==> config.mk <==
export PLATFORM = sky130hd
export DESIGN_NAME = fetch_redirect_ctrl
export DESIGN_NICKNAME = d
export VERILOG_FILES = /design/src/rtl/fetch_ctrl_pkg.sv /design/src/rtl/redirect_prio.sv /design/src/rtl/fetch_redirect_ctrl.sv
export SDC_FILE = /design/constraint.sdc
export NUM_CORES = 1
export LEC_CHECK = 0
export ABC_AREA = 1
export BUFFER_PORTS_ARGS = -buffer_cell sky130_fd_sc_hd__buf_2
export CAP_MARGIN = 15
export CORE_MARGIN = 2
export CORE_UTILIZATION = 45
export CTS_BUF_LIST = sky130_fd_sc_hd__clkbuf_8
export DETAILED_ROUTE_END_ITERATION = 10
export GPL_TIMING_DRIVEN = 0
export PLACE_DENSITY = 0.9
export SLEW_MARGIN = 5
export SYNTH_ARGS = -nofsm -noshare
export SYNTH_HDL_FRONTEND = slang
export SYNTH_HIERARCHICAL = 1
export SYNTH_SLANG_ARGS = --single-unit
==> constraint.sdc <==
create_clock -name clk -period 2.3 [get_ports clk]
set_input_delay 0.46 -clock clk [delete_from_list [all_inputs] [get_ports clk]]
set_output_delay 0.46 -clock clk [all_outputs]
set_load 0.01 [all_outputs]
==> src/rtl/fetch_ctrl_pkg.sv <==
`default_nettype none
// ============================================================================
// Module      : fetch_ctrl_pkg
// Description : Shared pcsel codes and FSM state encoding for fetch redirect.
// Revision    : 1.0 - initial release
// ============================================================================
package fetch_ctrl_pkg;

    localparam logic [1:0] PCSEL_SEQ = 2'b00;
    localparam logic [1:0] PCSEL_S1  = 2'b01;
    localparam logic [1:0] PCSEL_S2  = 2'b10;
    localparam logic [1:0] PCSEL_MP  = 2'b11;

    localparam logic [1:0] c_ST_RUN   = 2'd0;
    localparam logic [1:0] c_ST_HOLD  = 2'd1;
    localparam logic [1:0] c_ST_FLUSH = 2'd2;

endpackage
`default_nettype wire

==> src/rtl/redirect_prio.sv <==
`default_nettype none
// ============================================================================
// Module      : redirect_prio
// Description : Fixed-priority pick among mispredict, slot 1 and slot 2.
// Revision    : 1.0 - initial release
// ============================================================================
module redirect_prio
    import fetch_ctrl_pkg::*;
#(
    parameter int WIDTH = 32
) (
    input  logic             mp_valid,
    input  logic [WIDTH-1:0] mp_target,
    input  logic             s1_valid,
    input  logic [WIDTH-1:0] s1_target,
    input  logic             s2_valid,
    input  logic [WIDTH-1:0] s2_target,
    output logic             win_valid,
    output logic [1:0]       win_sel,
    output logic [WIDTH-1:0] win_target
);

    always_comb begin
        win_valid  = 1'b0;
        win_sel    = PCSEL_SEQ;
        win_target = '0;
        if (mp_valid) begin
            win_valid  = 1'b1;
            win_sel    = PCSEL_MP;
            win_target = mp_target;
        end else if (s1_valid) begin
            win_valid  = 1'b1;
            win_sel    = PCSEL_S1;
            win_target = s1_target;
        end else if (s2_valid) begin
            win_valid  = 1'b1;
            win_sel    = PCSEL_S2;
            win_target = s2_target;
        end
    end

endmodule
`default_nettype wire

==> src/rtl/fetch_redirect_ctrl.sv <==
`default_nettype none
// ============================================================================
// Module      : fetch_redirect_ctrl
// Description : Fetch PC source sequencer with stall buffering and timed squash.
// Revision    : 1.0 - initial release
// ============================================================================
module fetch_redirect_ctrl
    import fetch_ctrl_pkg::*;
#(
    parameter int WIDTH        = 32,
    parameter int FLUSH_CYCLES = 1,
    parameter int CNT_W        = 16
) (
    input  logic             clk,
    input  logic             reset,
    input  logic             stallf,
    input  logic [WIDTH-1:0] pcplus8f,
    input  logic             redir1_valid,
    input  logic [WIDTH-1:0] redir1_target,
    input  logic             redir2_valid,
    input  logic [WIDTH-1:0] redir2_target,
    input  logic             mispred_valid,
    input  logic [WIDTH-1:0] mispred_pc,
    output logic [WIDTH-1:0] pcnext,
    output logic [1:0]       pcsel,
    output logic             redirect_taken,
    output logic             flushd,
    output logic             pending,
    output logic [CNT_W-1:0] redirect_cnt
);

    localparam logic [2:0] c_FLUSH_LOAD = 3'(FLUSH_CYCLES);

    logic [1:0]       r_state;
    logic             r_pend_valid;
    logic [1:0]       r_pend_sel;
    logic [WIDTH-1:0] r_pend_target;
    logic [2:0]       r_flush_cnt;
    logic             r_flushd;
    logic [CNT_W-1:0] r_cnt;

    logic             w_s1_valid;
    logic             w_s2_valid;
    logic             w_win_valid;
    logic [1:0]       w_win_sel;
    logic [WIDTH-1:0] w_win_target;
    logic             w_req_valid;
    logic [1:0]       w_req_sel;
    logic [WIDTH-1:0] w_req_target;
    logic             w_apply;

    // Decode slots only count in RUN; elsewhere they are re-presented or wrong-path.
    assign w_s1_valid = (r_state == c_ST_RUN) && redir1_valid;
    assign w_s2_valid = (r_state == c_ST_RUN) && redir2_valid;

    redirect_prio #(.WIDTH(WIDTH)) u_prio (
        .mp_valid   (mispred_valid),
        .mp_target  (mispred_pc),
        .s1_valid   (w_s1_valid),
        .s1_target  (redir1_target),
        .s2_valid   (w_s2_valid),
        .s2_target  (redir2_target),
        .win_valid  (w_win_valid),
        .win_sel    (w_win_sel),
        .win_target (w_win_target)
    );

    always_comb begin
        w_req_valid  = w_win_valid;
        w_req_sel    = w_win_sel;
        w_req_target = w_win_target;
        if (!mispred_valid && r_pend_valid) begin
            w_req_valid  = 1'b1;
            w_req_sel    = r_pend_sel;
            w_req_target = r_pend_target;
        end
        w_apply = w_req_valid && !stallf;
    end

    assign pcnext         = w_apply ? w_req_target : pcplus8f;
    assign pcsel          = w_apply ? w_req_sel : PCSEL_SEQ;
    assign redirect_taken = w_apply;
    assign flushd         = r_flushd;
    assign pending        = r_pend_valid;
    assign redirect_cnt   = r_cnt;

    always_ff @(posedge clk) begin
        if (reset) begin
            r_state       <= c_ST_RUN;
            r_pend_valid  <= 1'b0;
            r_pend_sel    <= PCSEL_SEQ;
            r_pend_target <= '0;
            r_flush_cnt   <= 3'd0;
            r_flushd      <= 1'b0;
            r_cnt         <= '0;
        end else begin
            if (w_apply) begin
                r_state       <= c_ST_FLUSH;
                r_flush_cnt   <= c_FLUSH_LOAD;
                r_flushd      <= 1'b1;
                r_pend_valid  <= 1'b0;
                r_pend_sel    <= PCSEL_SEQ;
                r_pend_target <= '0;
                if (r_cnt != '1) begin
                    r_cnt <= r_cnt + 1'b1;
                end
            end else if (w_req_valid) begin
                // Stalled: buffer the winner (a mispredict overwrites any older entry).
                r_pend_valid  <= 1'b1;
                r_pend_sel    <= w_req_sel;
                r_pend_target <= w_req_target;
                if (r_state == c_ST_RUN) begin
                    r_state <= c_ST_HOLD;
                end
            end else if (r_state == c_ST_FLUSH && !stallf) begin
                if (r_flush_cnt <= 3'd1) begin
                    r_state     <= c_ST_RUN;
                    r_flush_cnt <= 3'd0;
                    r_flushd    <= 1'b0;
                end else begin
                    r_flush_cnt <= r_flush_cnt - 3'd1;
                end
            end
        end
    end

endmodule
`default_nettype wire

After elaboration in Yosys (flattened, before gate mapping)
Cells that the tools add are included.
Cells by class
  add/subtract/negate cells: 2
  reduce and logical (&&, ||, !) cells: 21
  bitwise gates (word level): 1
  multiplexer cells: 27
  magnitude comparators: 1
  equal/unequal tests: 5
Operator list (count)
  2-to-1 mux 32 bit: 5
  2-to-1 mux 2 bit: 10
  adder 16 x 1 -> 16 bit, second input constant: 1
  != test 16 bit, second input constant: 1
  2-to-1 mux 1 bit: 11
  AND reduction 3 bit: 3
  nonzero test 2 bit: 4
  AND reduction 2 bit: 3
  nonzero test 3 bit: 2
  logical AND 1 bit: 5
  != test 2 x 1 -> 1 bit, second input constant: 2
  <= comparator 3 x 1 -> 1 bit, second input constant: 1
  2-to-1 mux 3 bit: 1
  != test 3 x 1 -> 1 bit, second input constant: 1
  subtractor 3 x 1 -> 3 bit, second input constant: 1
  equality test 2 bit, second input constant: 1
  logical NOT 1 bit: 2
  logical NOT 2 bit: 1
  OR reduction 2 bit: 1
  NOT 1 bit: 1
Storage, ports and cells
  output and inout bits: 53
  word-level logic and storage cells: 66
  register bits after elaboration: 57

Longest topological paths before layout
Gate-level depths: netlist of the first run.
  word-level depth: 9
  mapped depth: 16
  depth with buffers taken out: 13

By module
Netlist of the first run, hierarchy kept.
Modules (own cells, without submodules)
  fetch_redirect_ctrl: cells each 527, instances 1, seq. area each 1141.1 sq um, area an instance 3273.1 sq um
  redirect_prio: cells each 152, instances 1, seq. area each 0.0 sq um, area an instance 1061.0 sq um

Least setup slack after synthesis of the first run
Ideal clock, no wire load.
  kind: in2out
  from: input redir1_valid
  to: output pcnext[21]
  path slack: -44 ps
  data required time: 1840 ps
  cell stages on the path: 14
  path buffers: 4
  arrival time: 1884 ps
  cells stage by stage: inv_1 > nor2_1 > buf_6 > inv_8 > buf_12 > nand3_1 > inv_1 > nand2_4 > nand2_4 > inv_1 > buf_4 > buf_2 > nand2_1 > nand2_1
Between the ends
  word-level cells in the longest chain between the ends: 6
  elaborated cells on any way between the ends: 9
RTL lines
  start, declared: line fetch_redirect_ctrl.sv:18  | input logic redir1_valid,
  logical AND 1 bit: line fetch_redirect_ctrl.sv:53  | assign w_s1_valid = (r_state == c_ST_RUN) && redir1_valid;
  via w_s1_valid: line fetch_redirect_ctrl.sv:42  | logic w_s1_valid;
  2-to-1 mux 1 bit: line redirect_prio.sv:31  | end else if (s1_valid) begin
  2-to-1 mux 1 bit: line redirect_prio.sv:27  | if (mp_valid) begin
  via w_win_valid: line fetch_redirect_ctrl.sv:44  | logic w_win_valid;
  2-to-1 mux 1 bit: line fetch_redirect_ctrl.sv:72  | if (!mispred_valid && r_pend_valid) begin
  logical AND 1 bit: line fetch_redirect_ctrl.sv:77  | w_apply = w_req_valid && !stallf;
  via redirect_taken: line fetch_redirect_ctrl.sv:26  | output logic redirect_taken,
  2-to-1 mux 32 bit: line fetch_redirect_ctrl.sv:80  | assign pcnext = w_apply ? w_req_target : pcplus8f;
  end, declared: line fetch_redirect_ctrl.sv:24  | output logic [WIDTH-1:0] pcnext,
The timed path passes the listed nets, and every way through them passes these cells.

Worst setup path after layout of the first run
  from: register r_state[0]
  to: output pcnext[9]
Between the ends
  elaborated cells on any way between the ends: 13
RTL lines
  start, declared: line fetch_redirect_ctrl.sv:34  | logic [1:0] r_state;
  start signal, assigned: line fetch_redirect_ctrl.sv:89  | r_state <= c_ST_RUN;
  start signal, assigned: line fetch_redirect_ctrl.sv:98  | r_state <= c_ST_FLUSH;
  start signal, assigned: line fetch_redirect_ctrl.sv:113  | r_state <= c_ST_HOLD;
  logical NOT 2 bit: line fetch_redirect_ctrl.sv:53
  logical AND 1 bit: line fetch_redirect_ctrl.sv:53
  via w_s1_valid: line fetch_redirect_ctrl.sv:42
  2-to-1 mux 1 bit: line redirect_prio.sv:31
  2-to-1 mux 1 bit: line redirect_prio.sv:27
  via w_win_valid: line fetch_redirect_ctrl.sv:44
  2-to-1 mux 1 bit: line fetch_redirect_ctrl.sv:72
  logical AND 1 bit: line fetch_redirect_ctrl.sv:77
  2-to-1 mux 32 bit: line fetch_redirect_ctrl.sv:80
The timed path passes the listed nets, and every way through them passes these cells.

==> results of run 1 <==
==> through the flow <==
step	power, mW	util (%)	worst slack (ns)	instance area (µm²)
3_3_place_gp	2.111	58.48	-0.6071	5429
4_1_cts	3.275	64.89	-0.1851	6025
2_1_floorplan	1.769	-	-0.01571	4337
3_5_place_dp	2.126	58.48	-0.6149	5429
5_1_grt	3.516	66.13	-0.2840	6140
6_report	3.353	66.13	-0.1659	6140
==> layout make-up <==
class,count,area (µm²),share of cell area [%]
repair buffers,211,1182,19.26
plain buffers,42,437.9,7.133
flip-flops and latches,57,1144,18.63
diodes,2,5.005,0.08152
multi-input cells,515,2745,44.71
inverters,63,256.5,4.178
clock inverters,6,83.83,1.365
clock buffers,9,123.9,2.018
well taps,129,161.4,2.629
==> synth_stat cells (all sizes together) <==
cell    number  area (µm²)
a21oi       81       510.5
a211oi      31       232.7
nand2      192       748.2
inv         63       246.5
xor2         3       26.28
xnor2        3       26.28
dfxtp       57        1141
clkbuf      12       45.04
buf         32       267.8
nand4        5       31.28
or2          1       6.260
nor2       105       409.1
o21ai       39       198.9
a31oi        3       18.77
ha           3       37.54
nor3         1       5.000
nand3       47       375.4
nand3b       1       7.510
==> metal layers <==
layer  GRT usage (%)  wire (µm)
met3           4.993       1195
met5               0          0
met1           38.58       6463
met2           46.46       7113
met4           11.38        300
==> power by group <==
part,switching (mW),internal (mW)
Combinational,0.708,0.537
Sequential,0.0299,1.06
Clock,0.422,0.600
==> registers in the layout, indices dropped and copies added (netlist names) <==
| register | flops |
|---|---|
| r_pend_target | 32 |
| redirect_cnt | 16 |
| r_flush_cnt | 3 |
| r_pend_sel | 2 |
| r_state | 2 |
| flushd | 1 |
| pending | 1 |
==> cell families (layout without fill, tap and decap cells) <==
family / after synthesis / after routing / share of synthesized area (%)
buf+inv: 107 / 331 / 12.90
fa+ha+maj: 3 / 3 / 0.8661
xor+xnor: 6 / 6 / 1.213
other cells: 0 / 2 / 0
flops: 57 / 57 / 26.33
simple gates: 352 / 352 / 36.52
compound gates: 154 / 154 / 22.17
==> worst paths after layout <==
| check | from | end | slack [ns] |
|---|---|---|---|
| hold reg to reg | r_pend_sel[0] | r_pend_sel[0] | 0.46 |
| setup reg to reg | r_state[0] | redirect_cnt[5] | 0.22 |
| setup / recovery | r_state[0] | pcnext[9] | -0.17 |
| hold / removal | reset | redirect_cnt[2] | 0.34 |
==> what timing repair did <==
action / CTS / global route
pin swaps: 5 / 3
setup buffers: 19 / 4
cloned: 3 / 0
endpoints found under the setup margin: 35 / 35
resized for setup: 63 / 41
==> results by group, run 1 <==
Worst hold path
  • Hold path cells: 2
  • Hold crit path type: input pin to flop

STA
  • Setup-failing EPs final: 35
  • RSZ-0062 raised after global routing: true
  • Setup TNS: -4.579 ns
  • Worst Clk Skew: 0.01144 ns
  • WHS: 0.3425 ns
  • Worst relative slew slack: 61.52%
  • Top achievable clock speed: 405.5 MHz
  • Slew @ Worst Pin: 0.5773 ns
  • Final WS setup: -0.1659 ns
  • Crit share post-route: 107.2%
  • Fin crit period: 2.466 ns
  • Max-slew violations: 0
  • Hold Fails Final Rpt: 0

Worst setup path
  • Critical-path cell list: inv_2 > nand2_4 > nor2_4 > inv_8 > buf_12 > nand3_4 > inv_4 > nand2_4 > nand2_8 > inv_6 > buf_12 > buf_6 > nand2_1 > nand2_1 > buf_2
  • Worst Reg-to-Reg Cells: 15
  • Worst path slowest cell: dfxtp_2
  • Critical path required time: 1.84 ns
  • WP depth: 15
  • CP Data Arrival Time: 2.01 ns
  • Worst Setup End Kind: primary output
  • Critical path class: flop to primary output
  • Worst Setup Start Kind: flop
  • CP max FO: 7
  • CP top delay family: buffers and inverters
  • WP buf/inv: 8
  • CP peak stage delay: 0.32 ns

CTS
  • Cts hold-fix bufs: 0
  • CTS Buf Count: 9
  • CTS tree: yes
  • Clk pin slew, worst setup/hold paths: 0.07 ns
  • Clock H-tree levels: 3
  • CTS root buffer: clkbuf_8
  • Clock sinks: 57
  • CTS Buffer Depth: 2
  • Clk_lat worst skew: 0.34 ns

Detailed routing
  • Routed WL: 15070 µm
  • Drt drc: 0
  • Vias post-DR: 5417
  • Drt pass-1 iters: 5
  • Number of nets with antenna violations after routing: 0
  • Drt via density: 5.239
  • Avg WL per Cell: 14.58 µm
  • DRT iter0 DRCs: 386

Global routing
  • Grt total ovfl: 0
  • First-pass GRT wire length: 23650 µm
  • Largest net degree at the start of global routing: 11
  • Antenna violations before repair: 2
  • Number of global-route vias before repair: 5078
  • GRT Total Usage: 28.86%

Floorplanning
  • Core Box Area: 0.009284 mm²
  • Die Area: 0.01043 mm²
  • FP Rows: 35
  • IO Pins: 187
  • Die Y: 102.1 µm
  • Starting Density: 46.68%
  • Horiz. Die Dim: 102.1 µm

Pwr
  • Pwr per Cell Area: 546.1 mW/mm²
  • Peak supply drop: 0.0003352 V
  • Leakage: 2.915 nW

Cells and area
  • Fin nets: 1036
  • Synthesis-to-finish area growth: 41.66%
  • Share of layout cells above drive strength 1: 39.98%
  • Most frequent cells in the layout: buf_2 (195), nand2_1 (179), nor2_1 (97), inv_1 (55), dfxtp_1 (55)
  • Commonest non-fill, non-tap cell in the layout: buf_2
  • Post-route insts no fill: 1034
  • # fillers: 794

Synth
  • Net count after synthesis: 816
  • Synth unique cells: 32
  • Seq/Total Area, Yosys: 26.33%
  • Syn Area/Cell: 6.383 µm²
  • Mapped Cells: 679
  • Synth warn: 6
  • Syn Std Cell Area: 0.004334 mm²
  • Seq cells post-synth: 57

Outcome
  • Status: finished with violations
  • Violated checks: negative setup slack

Placed design
  • DP Cell Count: 994
  • HPWL Detailed: 10570 µm
  • Final Wtd Congestion: 0.8761
  • PortBufs: 186

Run
  • Max-cap violation count: 0
(Power assumes the default switching activity.)
==> inputs of run 2 (changes only) <==
--- a/config.mk
+++ b/config.mk
@@ -8,14 +8,15 @@
 export ABC_AREA = 1
 export BUFFER_PORTS_ARGS = -buffer_cell sky130_fd_sc_hd__buf_2
 export CAP_MARGIN = 15
-export CORE_MARGIN = 2
-export CORE_UTILIZATION = 45
+export CORE_MARGIN = 3
+export CORE_UTILIZATION = 25
 export CTS_BUF_LIST = sky130_fd_sc_hd__clkbuf_8
 export DETAILED_ROUTE_END_ITERATION = 10
 export GPL_TIMING_DRIVEN = 0
-export PLACE_DENSITY = 0.9
+export PLACE_DENSITY = 0.6
 export SLEW_MARGIN = 5
 export SYNTH_ARGS = -nofsm -noshare
 export SYNTH_HDL_FRONTEND = slang
 export SYNTH_HIERARCHICAL = 1
 export SYNTH_SLANG_ARGS = --single-unit
+export TNS_END_PERCENT = 100
==> run 2 against run 1 <==
Compared with the run above:
- the flow still finishes with violations (negative setup slack)
- sequential power about the same
- design area up 9.2%
- via count down 5.3%
- wire length up 12%
- first-iteration DRC count down 33%
- clock skew up 0.0031 ns
- core utilization down 26 points
- clock-buffer cell count up 2
- combinational power up 16%
- worst setup slack worse by 0.096 ns
- global-route usage down 12 points
- critical path depth down 5
- critical path type unchanged
- largest power group unchanged
==> results by group, run 2 (synthesized netlist as in run 1, its figures left out) <==
Outcome
  • Status: finished with violations (unchanged)
  • Violated checks: negative setup slack (unchanged)

STA
  • Setup-failing EPs final: 35 (unchanged)
  • Fin crit period: 2.562 ns (was 2.466 ns)
  • Max-slew violations: 0 (unchanged)
  • Worst Clk Skew: 0.01450 ns (was 0.01144 ns)
  • Top achievable clock speed: 390.4 MHz (was 405.5 MHz)
  • Crit share post-route: 111.4% (was 107.2%)
  • Slew @ Worst Pin: 0.7075 ns (was 0.5773 ns)
  • Hold Fails Final Rpt: 0 (unchanged)
  • Final WS setup: -0.2617 ns (was -0.1659 ns)
  • Setup TNS: -7.434 ns (was -4.579 ns)
  • WHS: 0.3425 ns (about the same)
  • RSZ-0062 raised after global routing: true (unchanged)
  • Worst relative slew slack: 52.83% (was 61.52%)

Detailed routing
  • Drt drc: 0 (unchanged)
  • Drt pass-1 iters: 4 (was 5)
  • Vias post-DR: 5128 (was 5417)
  • Drt via density: 4.514 (was 5.239)
  • DRT iter0 DRCs: 259 (was 386)
  • Routed WL: 16900 µm (was 15070 µm)
  • Number of nets with antenna violations after routing: 0 (unchanged)
  • Avg WL per Cell: 14.88 µm (was 14.58 µm)

Worst setup path
  • Worst Reg-to-Reg Cells: 18 (was 15)
  • Worst Setup Start Kind: flop (unchanged)
  • Crit Reg-Reg Endpoint: r_pend_sel[1] (was redirect_cnt[5])
  • Flop2flop setup slack: 0.14 ns (was 0.22 ns)
  • Critical path required time: 1.84 ns (about the same)
  • CP Data Arrival Time: 2.10 ns (was 2.01 ns)
  • RR Startpoint: r_state[0] (unchanged)
  • Critical path class: flop to primary output (unchanged)
  • CP max FO: 10 (was 7)
  • Worst setup endpoint: pcnext[23] (was pcnext[9])
  • Worst Setup End Kind: primary output (unchanged)
  • Worst setup path startpoint: r_state[0] (unchanged)

Cells and area
  • Share of layout cells above drive strength 1: 45.85% (was 39.98%)
  • Fin nets: 1048 (was 1036)
  • Most flops, register: r_pend_target (unchanged)
  • # fillers: 1749 (was 794)
  • Most frequent cells in the layout: buf_2 (180), nand2_1 (147), nor2_1 (98), inv_1 (55), dfxtp_1 (55) (was buf_2 (195), nand2_1 (179), nor2_1 (97), inv_1 (55), dfxtp_1 (55))
  • Synthesis-to-finish area growth: 54.65% (was 41.66%)
  • Cell area after layout: 0.006703 mm² (was 0.006140 mm²)
  • Ant. Diodes: 0 (was 2)
  • Max reg flops: 32 (unchanged)
  • Post-route insts no fill: 1136 (was 1034)
  • Commonest non-fill, non-tap cell in the layout: buf_2 (unchanged)
  • Core Util, Final: 39.99% (was 66.13%)

Pwr
  • Switching Fraction: 37.21% (was 34.59%)
  • Part of the power in the clock network: 26.3% (was 30.5%)
  • Power Total: 3.433 mW (was 3.353 mW)
  • Switch Pwr: 1.278 mW (was 1.160 mW)
  • Logic pwr share: 42.1% (was 37.1%)
  • Pwr per Cell Area: 512.2 mW/mm² (was 546.1 mW/mm²)
  • Flop pwr share: 31.6% (was 32.4%)
  • Peak supply drop: 0.0002254 V (was 0.0003352 V)
  • Leakage: 3.136 nW (was 2.915 nW)
  • Pint: 2.156 mW (was 2.193 mW)

Placed design
  • Place WS: -0.7063 ns (was -0.6149 ns)
  • HPWL Detailed: 12160 µm (was 10570 µm)
  • DP Cell Count: 1085 (was 994)
  • Final Wtd Congestion: 0.8089 (was 0.8761)
  • PortBufs: 186 (unchanged)
  • Placed cell area: 0.005543 mm² (was 0.005429 mm²)

Floorplanning
  • FP Rows: 47 (was 35)
  • Starting Density: 25.86% (was 46.68%)
  • Die Y: 137.7 µm (was 102.1 µm)
  • IO Pins: 187 (unchanged)
  • Core Box Area: 0.01676 mm² (was 0.009284 mm²)
  • Die Area: 0.01895 mm² (was 0.01043 mm²)
  • Horiz. Die Dim: 137.7 µm (was 102.1 µm)

CTS
  • Clock sinks: 57 (unchanged)
  • Clk_lat worst skew: 0.35 ns (was 0.34 ns)
  • Cts hold-fix bufs: 0 (unchanged)
  • CTS tree: yes (unchanged)
  • Clk pin slew, worst setup/hold paths: 0.08 ns (was 0.07 ns)
  • CTS Buffer Depth: 2 (unchanged)
  • CTS root buffer: clkbuf_8 (unchanged)
  • CTS Buf Count: 9 (unchanged)
  • Clock H-tree levels: 3 (unchanged)

Global routing
  • GRT Total Usage: 17.09% (was 28.86%)
  • Largest net degree at the start of global routing: 12 (was 11)
  • First-pass GRT wire length: 25130 µm (was 23650 µm)
  • Number of global-route vias before repair: 4847 (was 5078)
  • Grt total ovfl: 0 (unchanged)
  • Antenna violations before repair: 1 (was 2)

Run
  • Max-cap violation count: 0 (unchanged)

Worst hold path
  • Hold crit path type: input pin to flop (unchanged)
-- run 2: worst min-delay path by stage --
stage	startpoint	end	slack, ns	depth (start not counted)
2_1_floorplan	r_pend_target[24]	r_pend_target[24]	0.43	2
3_3_place_gp	r_pend_target[1]	r_pend_target[1]	0.44	2
3_5_place_dp	r_pend_target[3]	r_pend_target[3]	0.45	2
4_1_cts	reset	r_flush_cnt[0]	0.33	2
5_1_grt	reset	r_flush_cnt[0]	0.36	2
6_report	reset	r_flush_cnt[0]	0.34	2
-- run 2: area by class of cell --
type | count | area [µm²] | share of cell area, %
clock buffer | 11 | 151.4 | 2.259
sequential | 57 | 1144 | 17.06
timing repair buffer | 224 | 1468 | 21.90
multi-input combinational | 515 | 2980 | 44.47
inverter | 63 | 259.0 | 3.864
clock inverter | 5 | 38.79 | 0.5787
buffer | 41 | 386.6 | 5.768
tap | 220 | 275.3 | 4.107
-- run 2: power groups by stage --
stage               clock network [mW]  registers, mW  logic, mW
floorplan                            0           1.10      0.667
global placement                     0           1.10       1.05
detailed placement                   0           1.10       1.06
CTS                              0.925           1.08       1.30
global route                     0.966           1.09       1.58
finish                           0.904           1.08       1.45
-- run 2: critical path: stages, from the launching register on --
cell and delay (ns):
dfxtp_2 0.33, inv_2 0.06, nand2_4 0.07, nor2_4 0.19, buf_8 0.17, buf_12 0.14
a21oi_1 0.10, a21oi_4 0.19, nand2_1 0.12, a31oi_2 0.21, buf_4 0.16
-- run 2: repair_timing --
action	in CTS	in global routing
endpoints found under the setup margin	42	49
setup buffers	35	4
pin swaps	17	30
resized for setup	105	101
cloned	3	2
endpoints found under the hold margin	0	0
-- run 2: metal layers --
metal	track usage, %	up-vias	wire, µm
met5	0	-	9
li1	-	2672	-
met4	4.545	2	195
met2	28.17	120	8071
met1	23.39	2319	7747
met3	2.301	15	881
==> inputs of run 3 (changes only) <==
--- a/config.mk
+++ b/config.mk
@@ -9,11 +9,11 @@
 export BUFFER_PORTS_ARGS = -buffer_cell sky130_fd_sc_hd__buf_2
 export CAP_MARGIN = 15
 export CORE_MARGIN = 3
-export CORE_UTILIZATION = 25
+export CORE_UTILIZATION = 34
 export CTS_BUF_LIST = sky130_fd_sc_hd__clkbuf_8
 export DETAILED_ROUTE_END_ITERATION = 10
 export GPL_TIMING_DRIVEN = 0
-export PLACE_DENSITY = 0.6
+export PLACE_DENSITY = 0.74
 export SLEW_MARGIN = 5
 export SYNTH_ARGS = -nofsm -noshare
 export SYNTH_HDL_FRONTEND = slang
==> run 3 against run 2 <==
Compared with the run above:
- the run still ends with negative setup slack left
- design area decreased by 5.7%
- core utilization increased by 12 points
- sequential power about the same
- power decreased by 3.6%
- sequential share of layout area increased by 1.0 points
- critical path type unchanged
- critical endpoint unchanged
- largest power group unchanged
==> results by group, run 3 (synthesized netlist as in run 1, its figures left out) <==
Outcome
  • Status: finished with violations (unchanged)
  • Violated checks: negative setup slack (unchanged)

Cells and area
  • Most flops, register: r_pend_target (unchanged)
  • Fin nets: 1039 (was 1048)
  • Core Util, Final: 51.73% (was 39.99%)
  • Share of layout cells above drive strength 1: 42.98% (was 45.85%)
  • Commonest non-fill, non-tap cell in the layout: buf_2 (unchanged)
  • Synthesis-to-finish area growth: 45.76% (was 54.65%)
  • Max reg flops: 32 (unchanged)
  • Post-route insts no fill: 1076 (was 1136)
  • Most frequent cells in the layout: buf_2 (192), nand2_1 (162), nor2_1 (98), inv_1 (55), dfxtp_1 (55) (was buf_2 (180), nand2_1 (147), nor2_1 (98), inv_1 (55), dfxtp_1 (55))

Worst setup path
  • Critical path required time: 1.84 ns (about the same)
  • Worst path slowest cell: dfxtp_2 (unchanged)
  • Critical path class: flop to primary output (unchanged)
  • Worst Setup End Kind: primary output (unchanged)
  • WP depth: 14 (was 10)
  • WP buf/inv: 8 (was 4)
  • CP top delay family: buffers and inverters (unchanged)
  • Crit Reg-Reg Endpoint: r_pend_target[9] (was r_pend_sel[1])
  • CP max FO: 8 (was 10)
  • Flop2flop setup slack: 0.13 ns (was 0.14 ns)
  • Critical-path cell list: inv_2 > nand2_2 > nor2_1 > buf_4 > buf_12 > inv_8 > nand3_4 > inv_4 > nand2_4 > nand2_8 > clkinv_8 > buf_6 > a31oi_4 > buf_6 (was inv_2 > nand2_4 > nor2_4 > buf_8 > buf_12 > a21oi_1 > a21oi_4 > nand2_1 > a31oi_2 > buf_4)
  • RR Startpoint: r_state[0] (unchanged)
  • Worst Reg-to-Reg Cells: 14 (was 18)
  • CP Data Arrival Time: 2.01 ns (was 2.10 ns)
  • Worst Setup Start Kind: flop (unchanged)
  • Most frequent CP cell: buf_6
  • CP peak stage delay: 0.34 ns (was 0.33 ns)

Placed design
  • Final Wtd Congestion: 0.8355 (was 0.8089)
  • Place WS: -0.6009 ns (was -0.7063 ns)
  • PortBufs: 186 (unchanged)
  • HPWL Detailed: 11170 µm (was 12160 µm)
  • DP Cell Count: 1033 (was 1085)

Run
  • Max-cap violation count: 0 (unchanged)

Floorplanning
  • IO Pins: 187 (unchanged)
  • Horiz. Die Dim: 118.9 µm (was 137.7 µm)
  • Core Box Area: 0.01221 mm² (was 0.01676 mm²)
  • Die Area: 0.01414 mm² (was 0.01895 mm²)
  • FP Rows: 40 (was 47)
  • Die Y: 118.9 µm (was 137.7 µm)
  • Starting Density: 35.49% (was 25.86%)

STA
  • Crit share post-route: 107.5% (was 111.4%)
  • Fin crit period: 2.472 ns (was 2.562 ns)
  • Setup-failing EPs final: 35 (unchanged)
  • Max-slew violations: 0 (unchanged)
  • Worst relative slew slack: 49.62% (was 52.83%)
  • Worst Clk Skew: 0.01210 ns (was 0.01450 ns)
  • Final WS setup: -0.1720 ns (was -0.2617 ns)
  • RSZ-0062 raised after global routing: true (unchanged)
  • Slew @ Worst Pin: 0.7557 ns (was 0.7075 ns)
  • Hold Fails Final Rpt: 0 (unchanged)
  • Top achievable clock speed: 404.5 MHz (was 390.4 MHz)

Global routing
  • Number of global-route vias before repair: 4889 (was 4847)
  • GRT Total Usage: 20.76% (was 17.09%)
  • First-pass GRT wire length: 24030 µm (was 25130 µm)
  • Gr busiest metal: met2 (unchanged)
  • Grt total ovfl: 0 (unchanged)
  • Antenna violations before repair: 3 (was 1)
  • M1 GR Usage: 27.68% (was 23.39%)
  • Largest net degree at the start of global routing: 11 (was 12)
  • Met2 Usage GRT: 33.85% (was 28.17%)
  • Met3 usage: 4.179% (was 2.301%)

CTS
  • CTS Buffer Depth: 2 (unchanged)
  • CTS Buf Count: 9 (unchanged)
  • Clock H-tree levels: 3 (unchanged)
  • Clk_lat worst skew: 0.33 ns (was 0.35 ns)
  • CTS tree: yes (unchanged)
  • Clock sinks: 57 (unchanged)
  • Cts hold-fix bufs: 0 (unchanged)
  • Clk pin slew, worst setup/hold paths: 0.07 ns (was 0.08 ns)
  • CTS root buffer: clkbuf_8 (unchanged)

Detailed routing
  • Drt drc: 0 (unchanged)
  • Avg WL per Cell: 14.57 µm (was 14.88 µm)
  • Drt via density: 4.870 (was 4.514)
  • Vias post-DR: 5240 (was 5128)
  • DRT iter0 DRCs: 358 (was 259)
  • Drt pass-1 iters: 5 (was 4)
  • Routed WL: 15670 µm (was 16900 µm)
  • Number of nets with antenna violations after routing: 0 (unchanged)

Worst hold path
  • Hold path cells: 2 (unchanged)
  • Worst Hold End: redirect_cnt[3] (was r_flush_cnt[0])
  • Hold crit path type: input pin to flop (unchanged)
  • Hold_sp: reset (unchanged)

Pwr
  • Peak supply drop: 0.0002592 V (was 0.0002254 V)
  • Pwr per Cell Area: 523.7 mW/mm² (was 512.2 mW/mm²)
  • Leakage: 2.962 nW (was 3.136 nW)
-- run 3: power by group --
part	internal (mW)	total, mW	switching [mW]
sequential	1.06	1.08	0.0277
clock	0.512	0.926	0.414
combinational	0.572	1.30	0.726
-- run 3: routing by layer --
layer | vias up | share of wire, %
met5 | - | 0
met4 | 0 | 2.5
met3 | 26 | 6.4
met2 | 176 | 47
met1 | 2375 | 44
li1 | 2663 | -
-- run 3: worst max path at each step --
stage             startpoint  slack, ns          to
6_report          r_state[0]      -0.17  pcnext[23]
5_1_grt           r_state[1]      -0.25   pcnext[1]
4_1_cts           r_state[1]      -0.21  pcnext[23]
3_5_place_dp   mispred_valid      -0.60  pcnext[28]
3_3_place_gp   mispred_valid      -0.65  pcnext[29]
2_1_floorplan   redir1_valid      -0.02   pcnext[1]
-- run 3: worst register-to-register path: stages (launching register included) --
cell	delay [ns]
dfxtp_2	0.34
inv_2	0.04
nand2_2	0.07
nor2_1	0.04
buf_4	0.14
buf_12	0.13
inv_8	0.05
nand3_4	0.09
inv_4	0.08
nand2_4	0.07
buf_4	0.16
inv_2	0.16
clkbuf_1	0.43
nor2_1	0.10
a211oi_1	0.20
-- run 3: layout make-up --
| type | instances | area (µm²) |
|---|---|---|
| flip-flops and latches | 57 | 1144 |
| fillers | 1238 | 5894 |
| inverters | 63 | 269.0 |
| multi-input cells | 515 | 2835 |
| clock buffers | 10 | 137.6 |
| clock inverters | 4 | 45.04 |
| diodes | 3 | 7.507 |
| well taps | 168 | 210.2 |
| repair buffers | 213 | 1261 |
| plain buffers | 43 | 407.9 |
-- run 3: what timing repair did --
| action | CTS | global route |
|---|---|---|
| buffers inserted | 19 | 5 |
| hold endpoints to repair | 0 | 0 |
| pin swaps | 5 | 10 |
| cloned | 1 | 2 |
| resized for setup | 61 | 87 |
| endpoints found under the setup margin | 37 | 39 |
-- run 3: metrics by stage --
stage	total power, mW	area [µm²]	TNS [ns]	hold slack, ns
after floorplan	1.769	4337	-0.3141	0.4305
after global placement	2.125	5478	-18.74	0.4408
after detailed placement	2.135	5478	-18.84	0.4451
after CTS	3.194	6011	-5.775	0.3539
after global routing	3.499	6317	-7.789	0.3589
final	3.308	6317	-4.569	0.3576
